===== src/rtl/mips_pkg.sv =====
// Shared MIPS sequencing definitions: the 3-bit state encoding used by the
// controller, the instruction register and the datapath.
package mips_pkg;

  typedef enum logic [2:0] {
    FETCH_REQ = 3'd0,
    FETCH     = 3'd1,
    DECODE    = 3'd2,
    EXEC      = 3'd3,
    MEM       = 3'd4,
    WRITEBACK = 3'd5,
    HALT      = 3'd6
  } state_t;

  localparam int RETIRE_W = 32;

endpackage


===== src/rtl/mips_state_ctrl.sv =====
// Multi-cycle MIPS sequencer: FSM plus retired-instruction counter.
// Optional HALT_ON_ZERO_PC_EN: a completion to next PC 0 parks the CPU in HALT.
module mips_state_ctrl
  import mips_pkg::*;
(
  input  logic                clk,
  input  logic                reset,
  input  logic                waitrequest,
  input  logic                is_load,
  input  logic                is_store,
  input  logic                writes_reg,
  input  logic                alu_busy,
  input  logic                next_pc_zero,
  output logic [2:0]          state,
  output logic                mem_read,
  output logic                mem_write,
  output logic                pc_write,
  output logic                reg_write,
  output logic                active,
  output logic [RETIRE_W-1:0] retired
);

  state_t              r_state;
  logic                r_is_load;
  logic [RETIRE_W-1:0] r_retired;
  logic                w_done;
  state_t              w_done_state;

`ifdef HALT_ON_ZERO_PC_EN
  assign w_done_state = next_pc_zero ? HALT : FETCH_REQ;
  assign active       = (r_state != HALT);
`else
  logic w_unused_next_pc_zero;
  assign w_unused_next_pc_zero = next_pc_zero;
  assign w_done_state          = FETCH_REQ;
  assign active                = 1'b1;
`endif

  // Completion is the cycle in which the instruction leaves its final state.
  always_comb begin
    w_done = 1'b0;
    case (r_state)
      EXEC:      w_done = !alu_busy && !is_load && !is_store && !writes_reg;
      MEM:       w_done = !waitrequest && !r_is_load;
      WRITEBACK: w_done = 1'b1;
      default:   w_done = 1'b0;
    endcase
  end

  always_ff @(posedge clk) begin
    if (reset) begin
      r_state   <= FETCH_REQ;
      r_is_load <= 1'b0;
      r_retired <= '0;
    end else begin
      case (r_state)
        FETCH_REQ: if (!waitrequest) r_state <= FETCH;
        FETCH:     r_state <= DECODE;
        DECODE:    r_state <= EXEC;
        EXEC: begin
          if (!alu_busy) begin
            // A load+store encoding is treated as a load from here on.
            r_is_load <= is_load;
            if (is_load || is_store) r_state <= MEM;
            else if (writes_reg)     r_state <= WRITEBACK;
            else                     r_state <= w_done_state;
          end
        end
        MEM: begin
          if (!waitrequest) r_state <= r_is_load ? WRITEBACK : w_done_state;
        end
        WRITEBACK: r_state <= w_done_state;
        HALT:      r_state <= HALT;
        default:   r_state <= FETCH_REQ;
      endcase
      if (w_done) r_retired <= r_retired + 1'b1;
    end
  end

  assign state     = r_state;
  assign mem_read  = (r_state == FETCH_REQ) || ((r_state == MEM) && r_is_load);
  assign mem_write = (r_state == MEM) && !r_is_load;
  assign reg_write = (r_state == WRITEBACK);
  assign pc_write  = w_done;
  assign retired   = r_retired;

endmodule


===== config.mk =====
export PLATFORM = sky130hd
export DESIGN_NAME = mips_state_ctrl
export DESIGN_NICKNAME = d
export VERILOG_FILES = /design/src/rtl/mips_pkg.sv /design/src/rtl/mips_state_ctrl.sv
export SDC_FILE = /design/constraint.sdc
export NUM_CORES = 1
export LEC_CHECK = 0
export ABC_AREA = 1
export CORE_ASPECT_RATIO = 2
export CORE_MARGIN = 5
export CORE_UTILIZATION = 55
export CTS_CLUSTER_SIZE = 20
export DETAILED_ROUTE_END_ITERATION = 10
export GPL_TIMING_DRIVEN = 0
export PLACE_DENSITY = 0.87
export SETUP_SLACK_MARGIN = 0.3
export SLEW_MARGIN = 40
export SYNTH_ARGS = -nofsm -noshare
export SYNTH_HDL_FRONTEND = slang
export SYNTH_SLANG_ARGS = --single-unit

===== constraint.sdc =====
create_clock -name clk -period 3.5 [get_ports clk]
set_input_delay 0.7 -clock clk [delete_from_list [all_inputs] [get_ports clk]]
set_output_delay 0.7 -clock clk [all_outputs]
set_load 0.02 [all_outputs]

* Word level (Yosys, flattened, before mapping)
Cells that the tools add are included.
Cells by class: bitwise operators 1, mux-type cells 8, $add $sub $neg 1, equal/unequal tests 9, reduce and logical (&&, ||, !) cells 17
Operator list (number):
- $add 32x1->32 const B | 1
- $mux 3 | 6
- $pmux 3 s6 | 1
- $eq 3x3->1 const B | 3
- $eq 3x2->1 const B | 2
- $logic_and 1x1->1 | 6
- $logic_not 1->1 | 6
- $ne 2x2->1 const B | 3
- $eq 3x1->1 const B | 1
- $logic_not 3->1 | 1
- $pmux 1 s3 | 1
- $reduce_and 3->1 | 1
- $logic_or 1x1->1 | 2
- $reduce_and 2->1 | 1
- $not 1->1 | 1
Word-level totals: input port bits 8, word-level logic and storage cells 39, output and inout bits 40, bits in registers 36

* Longest topological paths before layout
Gate-level depths: netlist (run 1).
word-level depth 5, gate-level depth with buffers 11

* Least setup slack after synthesis (run 1)
Ideal clock, no wire load.
path type input-to-output, start point input is_load, end point output pc_write, buffers on the path 1, arrival 1.309 ns, cell stages on the path 4, data required time 2.800 ns, path slack 1.491 ns, path through nor2_1 > nand4_2 > nand2_4 > buf_4
On the way: cells in the longest elaborated chain, start to end 5
RTL lines:
- start, declared | line mips_state_ctrl.sv:9 | input logic is_load,
- $logic_not 1->1 | line mips_state_ctrl.sv:43 | EXEC: w_done = !alu_busy && !is_load && !is_store && !writes_reg;
- $logic_and 1x1->1 (3 in a row) | line mips_state_ctrl.sv:43
- $pmux 1 s3 | line mips_state_ctrl.sv:42 | case (r_state)
- end, declared | line mips_state_ctrl.sv:17 | output logic pc_write,
Every way passes these cells.

* Worst setup path in the final report (run 1)
Same ends and word-level chain as after synthesis.

==> results of run 1 <==
through the flow:
| step | setup slack, ns | utilization [%] | std cells | cell area [sq um] | hold WS, ns |
|---|---|---|---|---|---|
| final | 0.3901 | 71.15 | 491 | 2879 | 0.5204 |
| after global routing | 0.3068 | 71.15 | 491 | 2879 | 0.5517 |
| after CTS | 0.3823 | 71.15 | 491 | 2879 | 0.5230 |
| after detailed placement | 0.3850 | 68.92 | 483 | 2789 | 0.5121 |
| after global placement | 0.3993 | 68.92 | 483 | 2789 | 0.5055 |
| after floorplan | 1.491 | - | 387 | 2283 | 0.4777 |
cell families (layout without fill, tap and decap cells):
group / count (synthesis) / after routing / share of synthesized area (%)
AO/OA/AOI/OAI: 27 / 27 / 6.137
XOR/XNOR: 2 / 2 / 0.7673
flip-flops: 36 / 36 / 31.56
buffers and inverters: 48 / 100 / 9.534
adder cells (fa/ha/maj): 1 / 1 / 0.5479
AND/OR/NAND/NOR: 272 / 272 / 51.29
other: 1 / 1 / 0.1642
worst max-delay path: cells and delay by family:
| kind | cells | cell delay, ns |
|---|---|---|
| and+or+nand+nor | 3 | 0.49 |
| buffers and inverters | 3 | 1.22 |
worst max path at each step:
stage / endpoint / slack, ns / cells after the start
after floorplan: pc_write / 1.49 / 4
after global placement: pc_write / 0.40 / 6
after detailed placement: pc_write / 0.39 / 6
after CTS: pc_write / 0.38 / 6
after global routing: pc_write / 0.31 / 6
final: pc_write / 0.39 / 6
layout by cell type, fill, tap and decap left out, drive strengths merged:
cell type      instances
a31oi                  4
conb                   1
xnor2                  1
clkbuf                 9
nand2                117
nor2                 105
clkdlybuf4s50         44
nor3                   2
xor2                   1
dfxtp                 36
inv                   37
ha                     1
clkinv                 1
nand4                  7
a21oi                 15
nand3                 39
buf                    9
o21ai                  8
and2                   2
state kept, by name, summed over array words and instances, names as in the netlist:
register,flops
retired,32
state,3
r_is_load,1
routing by layer:
metal	GRT usage (%)	vias up	share of wire, %
met2	47.63	99	54
met4	17.04	0	5.6
met1	22.83	1189	35
met3	4.744	33	5.0
li1	-	1314	-
met5	0	-	0
report_power, final:
| group | switching [mW] | internal [mW] | leakage (nW) |
|---|---|---|---|
| Sequential | 0.0195 | 0.421 | 0.290 |
| Clock | 0.150 | 0.161 | 0.0455 |
| Combinational | 0.113 | 0.0718 | 0.720 |
| Total | 0.283 | 0.653 | 1.06 |
layout make-up:
cell class | instances | area, sq um
plain buffers | 10 | 75.07
clock buffers | 8 | 90.09
fillers | 387 | 1167
inverters | 38 | 142.6
multi-input cells | 303 | 1345
flip-flops and latches | 36 | 720.7
well taps | 52 | 65.06
repair buffers | 44 | 440.4
==> results.sh, run 1 <==
export IMPL_rsz0062_at_grt="false"
export IMPL_whs_endpoint="r_is_load"
export IMPL_tns_ns=0
export IMPL_design_core_area_sq_um=4046
export IMPL_max_cap_violations=0
export IMPL_hold_violations=0
export IMPL_wl_per_cell_um=13.63
export IMPL_syn_area_sq_um=2283
export IMPL_outcome="finished clean"
export IMPL_die_x_um=55.56
export IMPL_grt_pass1_wl_um=11140
export IMPL_endpoint_kind="output pin"
export IMPL_clock_sinks=36
export IMPL_grt_max_degree=11
export IMPL_cp_cell_sequence="clkdlybuf4s50_1 -> nor2_1 -> nand4_2 -> nand2_4 -> buf_4 -> clkdlybuf4s50_1"
export IMPL_hold_path_cell_count=2
export IMPL_ant_nets=0
export IMPL_synthCells=387
export IMPL_drt_pass1_iterations=5
export IMPL_fin_crit_sh_pct=88.86
export IMPL_hold_path_class="register to register"
export IMPL_cp_arrival_ns=2.41
export IMPL_worst_path_most_repeated_cell="clkdlybuf4s50_1"
export IMPL_synth_area_top_cells="dfxtp_1 (32%), nand2_1 (19%), nor2_1 (16%)"
export IMPL_leakage_nw=1.056
export IMPL_remaining_drc_errors=0
export IMPL_area_growth_pct=26.08
export IMPL_period_minus_slack_ns=3.110
export IMPL_r2r_slack_ns=1.66
export IMPL_clk_pin_slew_worst_paths_ns=0.07
export IMPL_grt_pass1_vias=2622
export IMPL_overflow=0
export IMPL_cts_hold_buf=0
export IMPL_die_h_um=101.1
export IMPL_ff2ff_path_depth=10
export IMPL_wirelength_um=6693
export IMPL_worstHoldStart="r_is_load"
export IMPL_antenna_found_initial=0
export IMPL_synth_common_cells="nand2_1 (114), nor2_1 (100), dfxtp_1 (36), inv_1 (35), nand3_1 (32)"
export IMPL_worst_ir_drop_vdd_uv=342.1
export IMPL_start_util_pct=56.43
export IMPL_cp_slowest_cell="clkdlybuf4s50_1"
export IMPL_fin_nets=447
export IMPL_hpwlAfterDp_um=5392
export IMPL_ys_seq_area_share_pct=31.56
export IMPL_postCtsSetupBuffers=0
export IMPL_avgViaCountPerCell=5.367
export IMPL_crit_type="primary input to output pin"
export IMPL_rows=33
export IMPL_cp_max_fo=10
export IMPL_synth_edf_count=0
export IMPL_worstSetupStartpoint="is_load"
export IMPL_total_power_mw=0.9361
export IMPL_dominantRegCellSynth="dfxtp_1"
export IMPL_gp_congestion=0.9393
export IMPL_ios=48
export IMPL_worstReg2RegEnd="retired[10]"
export IMPL_drt_initial_drc_count=76
export IMPL_synth_top_cell_area_share_pct=31.56
export IMPL_finalSetupViolations=0
export IMPL_dieArea_sq_um=5618
export IMPL_cts_tree="yes"
export IMPL_ys_seq_elements=36
export IMPL_clk_path_buf_depth=2
export IMPL_synth_area_per_cell_sq_um=5.900
export IMPL_n_antenna_cell=0
export IMPL_cts_buffers_inserted=5
export IMPL_power_density_nw_per_um2=325.1
export IMPL_root_buffer="clkbuf_8"
export IMPL_synth_warnings=0
export IMPL_vias=2635
export IMPL_syn_nets=396
export IMPL_ys_async_sr_fraction_pct=0
export IMPL_yosys_area_top_type="dfxtp_1"
export IMPL_synth_most_common_cell="nand2_1"
export IMPL_drive_gt1_share_pct=7.517
export IMPL_synth_cell_type_count=28
export IMPL_insertion_delay_ns=0.29
export IMPL_htreeDepth=2
export IMPL_max_freq_mhz=321.6
export IMPL_port_buffers=44
export IMPL_max_stage_delay_ns=0.62
export IMPL_grt_use_total_pct=24.79
export IMPL_critPathRequiredTime_ns=2.80
export IMPL_cts_resized=0
export IMPL_start_kind="primary input"
export IMPL_slew_violations=0
export IMPL_skew_ns=0.006277
export IMPL_rr_startpoint="retired[1]"
No activity file was read; power rests on OpenSTA's default activity.
==> run 2, diff against run 1 <==
--- a/config.mk
+++ b/config.mk
@@ -9,10 +9,11 @@
 export CORE_ASPECT_RATIO = 2
 export CORE_MARGIN = 5
 export CORE_UTILIZATION = 55
+export CTS_CLUSTER_DIAMETER = 50
 export CTS_CLUSTER_SIZE = 20
 export DETAILED_ROUTE_END_ITERATION = 10
 export GPL_TIMING_DRIVEN = 0
-export PLACE_DENSITY = 0.87
+export PLACE_DENSITY = 0.85
 export SETUP_SLACK_MARGIN = 0.3
 export SLEW_MARGIN = 40
 export SYNTH_ARGS = -nofsm -noshare
==> results.sh, run 2 (synthesis gave the netlist of run 1 again) <==
export IMPL_largest_register_ffs=32
export IMPL_power_internal_mw=0.6532
export IMPL_hold_violations=0
export IMPL_gp_congestion=0.9458
export IMPL_cts_resized=0
export IMPL_endpoint_kind="output pin"
export IMPL_tns_ns=0
export IMPL_multi_input_area_sq_um=1348
export IMPL_fin_nets=447
export IMPL_worst_path_most_repeated_cell="clkdlybuf4s50_1"
export IMPL_clock_sinks=36
export IMPL_max_stage_delay_ns=0.62
export IMPL_ant_nets=0
export IMPL_critPathRequiredTime_ns=2.80
export IMPL_n_antenna_cell=0
export IMPL_start_util_pct=56.43
export IMPL_die_x_um=55.56
export IMPL_vias=2602
export IMPL_skew_ns=0.005949
export IMPL_overflow=0
export IMPL_cp_cell_sequence="clkdlybuf4s50_1 -> nor2_2 -> nand4_2 -> nand2_4 -> buf_4 -> clkdlybuf4s50_1"
export IMPL_final_cell_mix="nand2_1 (114), nor2_1 (99), clkdlybuf4s50_1 (44), dfxtp_1 (36), inv_1 (35)"
export IMPL_crit_type="primary input to output pin"
export IMPL_die_h_um=101.1
export IMPL_remaining_drc_errors=0
export IMPL_design_core_area_sq_um=4046
export IMPL_worst_path_buf_inv=3
export IMPL_worst_ir_drop_vdd_uv=292.9
export IMPL_grt_use_total_pct=24.67
export IMPL_cts_tree="yes"
export IMPL_rsz0062_at_grt="false"
export IMPL_total_power_mw=0.9358
export IMPL_htreeDepth=2
export IMPL_cp_arrival_ns=2.40
export IMPL_grt_max_degree=11
export IMPL_ios=48
export IMPL_period_minus_slack_ns=3.097
export IMPL_port_buffers=44
export IMPL_drive_gt1_share_pct=7.745
export IMPL_power_frac_clock_pct=33.4
export IMPL_slew_violations=0
export IMPL_cts_buffers_inserted=5
export IMPL_fill_cells=379
export IMPL_area_growth_pct=26.19
export IMPL_place_ws_ns=0.3619
export IMPL_grt_pass1_wl_um=11050
export IMPL_comb_power_share_pct=19.6
export IMPL_swShare_pct=30.20
export IMPL_hpwlAfterDp_um=5318
export IMPL_fin_util_pct=71.21
export IMPL_root_buffer="clkbuf_8"
export IMPL_avgViaCountPerCell=5.299
export IMPL_insertion_delay_ns=0.29
export IMPL_outcome="finished clean"
export IMPL_max_freq_mhz=322.9
export IMPL_clk_path_buf_depth=2
export IMPL_dieArea_sq_um=5618
export IMPL_wirelength_um=6669
export IMPL_antenna_found_initial=0
export IMPL_max_cap_violations=0
export IMPL_start_kind="primary input"
export IMPL_cts_hold_buf=0
export IMPL_final_common_cell="nand2_1"
export IMPL_hold_path_class="register to register"
export IMPL_cp_slowest_cell="clkdlybuf4s50_1"
export IMPL_register_area_sq_um=720.7
export IMPL_power_density_nw_per_um2=324.7
export IMPL_seq_power_share_pct=47.0
export IMPL_leakage_nw=1.056
export IMPL_clk_pin_slew_worst_paths_ns=0.07
export IMPL_wl_per_cell_um=13.58
export IMPL_power_switching_mw=0.2826
export IMPL_cp_top_family="buffers and inverters"
export IMPL_drt_pass1_iterations=4
export IMPL_postCtsSetupBuffers=0
export IMPL_rows=33
export IMPL_fin_crit_sh_pct=88.48
export IMPL_grt_pass1_vias=2556
export IMPL_cp_max_fo=10
export IMPL_drt_initial_drc_count=71
export IMPL_finalSetupViolations=0
export IMPL_setup_ws_ns=0.4031
==> run 2: cell counts in the layout (fill, tap and decap cells not counted) <==
No cell type changed its count.
==> run 2: per-stage QoR <==
step                hold WS [ns]  area, sq um  instances
finish                    0.5217         2882        491
detailed placement        0.5118         2789        483
global placement          0.5055         2789        483
floorplan                 0.4777         2283        387
global route              0.5526         2882        491
CTS                       0.5219         2879        491
==> run 2: metal layers <==
layer	vias up	share of wire (%)	global-route usage [%]
met5	-	0	0
met2	86	54	47.63
li1	1314	-	-
met1	1169	36	22.88
met3	33	3.9	3.590
met4	0	5.9	17.79
==> run 2: worst register-to-register path: stages (launching register included) <==
cell	delay [ns]
dfxtp_1	0.40
ha_1	0.21
nand2_1	0.10
nor2_2	0.22
nand3_1	0.20
nor2_1	0.23
inv_1	0.07
nor2_1	0.17
nand2_1	0.07
nand2_1	0.06
nor2_1	0.04
==> run 2: final cells by class <==
class / instances / area share, %
flip-flops and latches: 36 / 25.01
plain buffers: 10 / 2.605
multi-input cells: 303 / 46.77
clock buffers: 8 / 3.126
repair buffers: 44 / 15.28
inverters: 38 / 4.950
well taps: 52 / 2.258
==> run 2: power by group through the flow <==
stage / Sequential [mW] / Combinational [mW] / Clock, mW
floorplan: 0.459 / 0.104 / 0
global placement: 0.450 / 0.180 / 0
detailed placement: 0.449 / 0.182 / 0
CTS: 0.440 / 0.183 / 0.313
global route: 0.442 / 0.204 / 0.338
finish: 0.440 / 0.183 / 0.312
==> run 2: worst paths after layout <==
path / startpoint / endpoint / slack (ns) / depth (start not counted)
worst min register to register: r_is_load / r_is_load / 0.52 / 2
worst min-delay path: r_is_load / r_is_load / 0.52 / 2
worst max register to register: retired[1] / retired[10] / 1.65 / 10
worst max-delay path: is_load / pc_write / 0.40 / 6
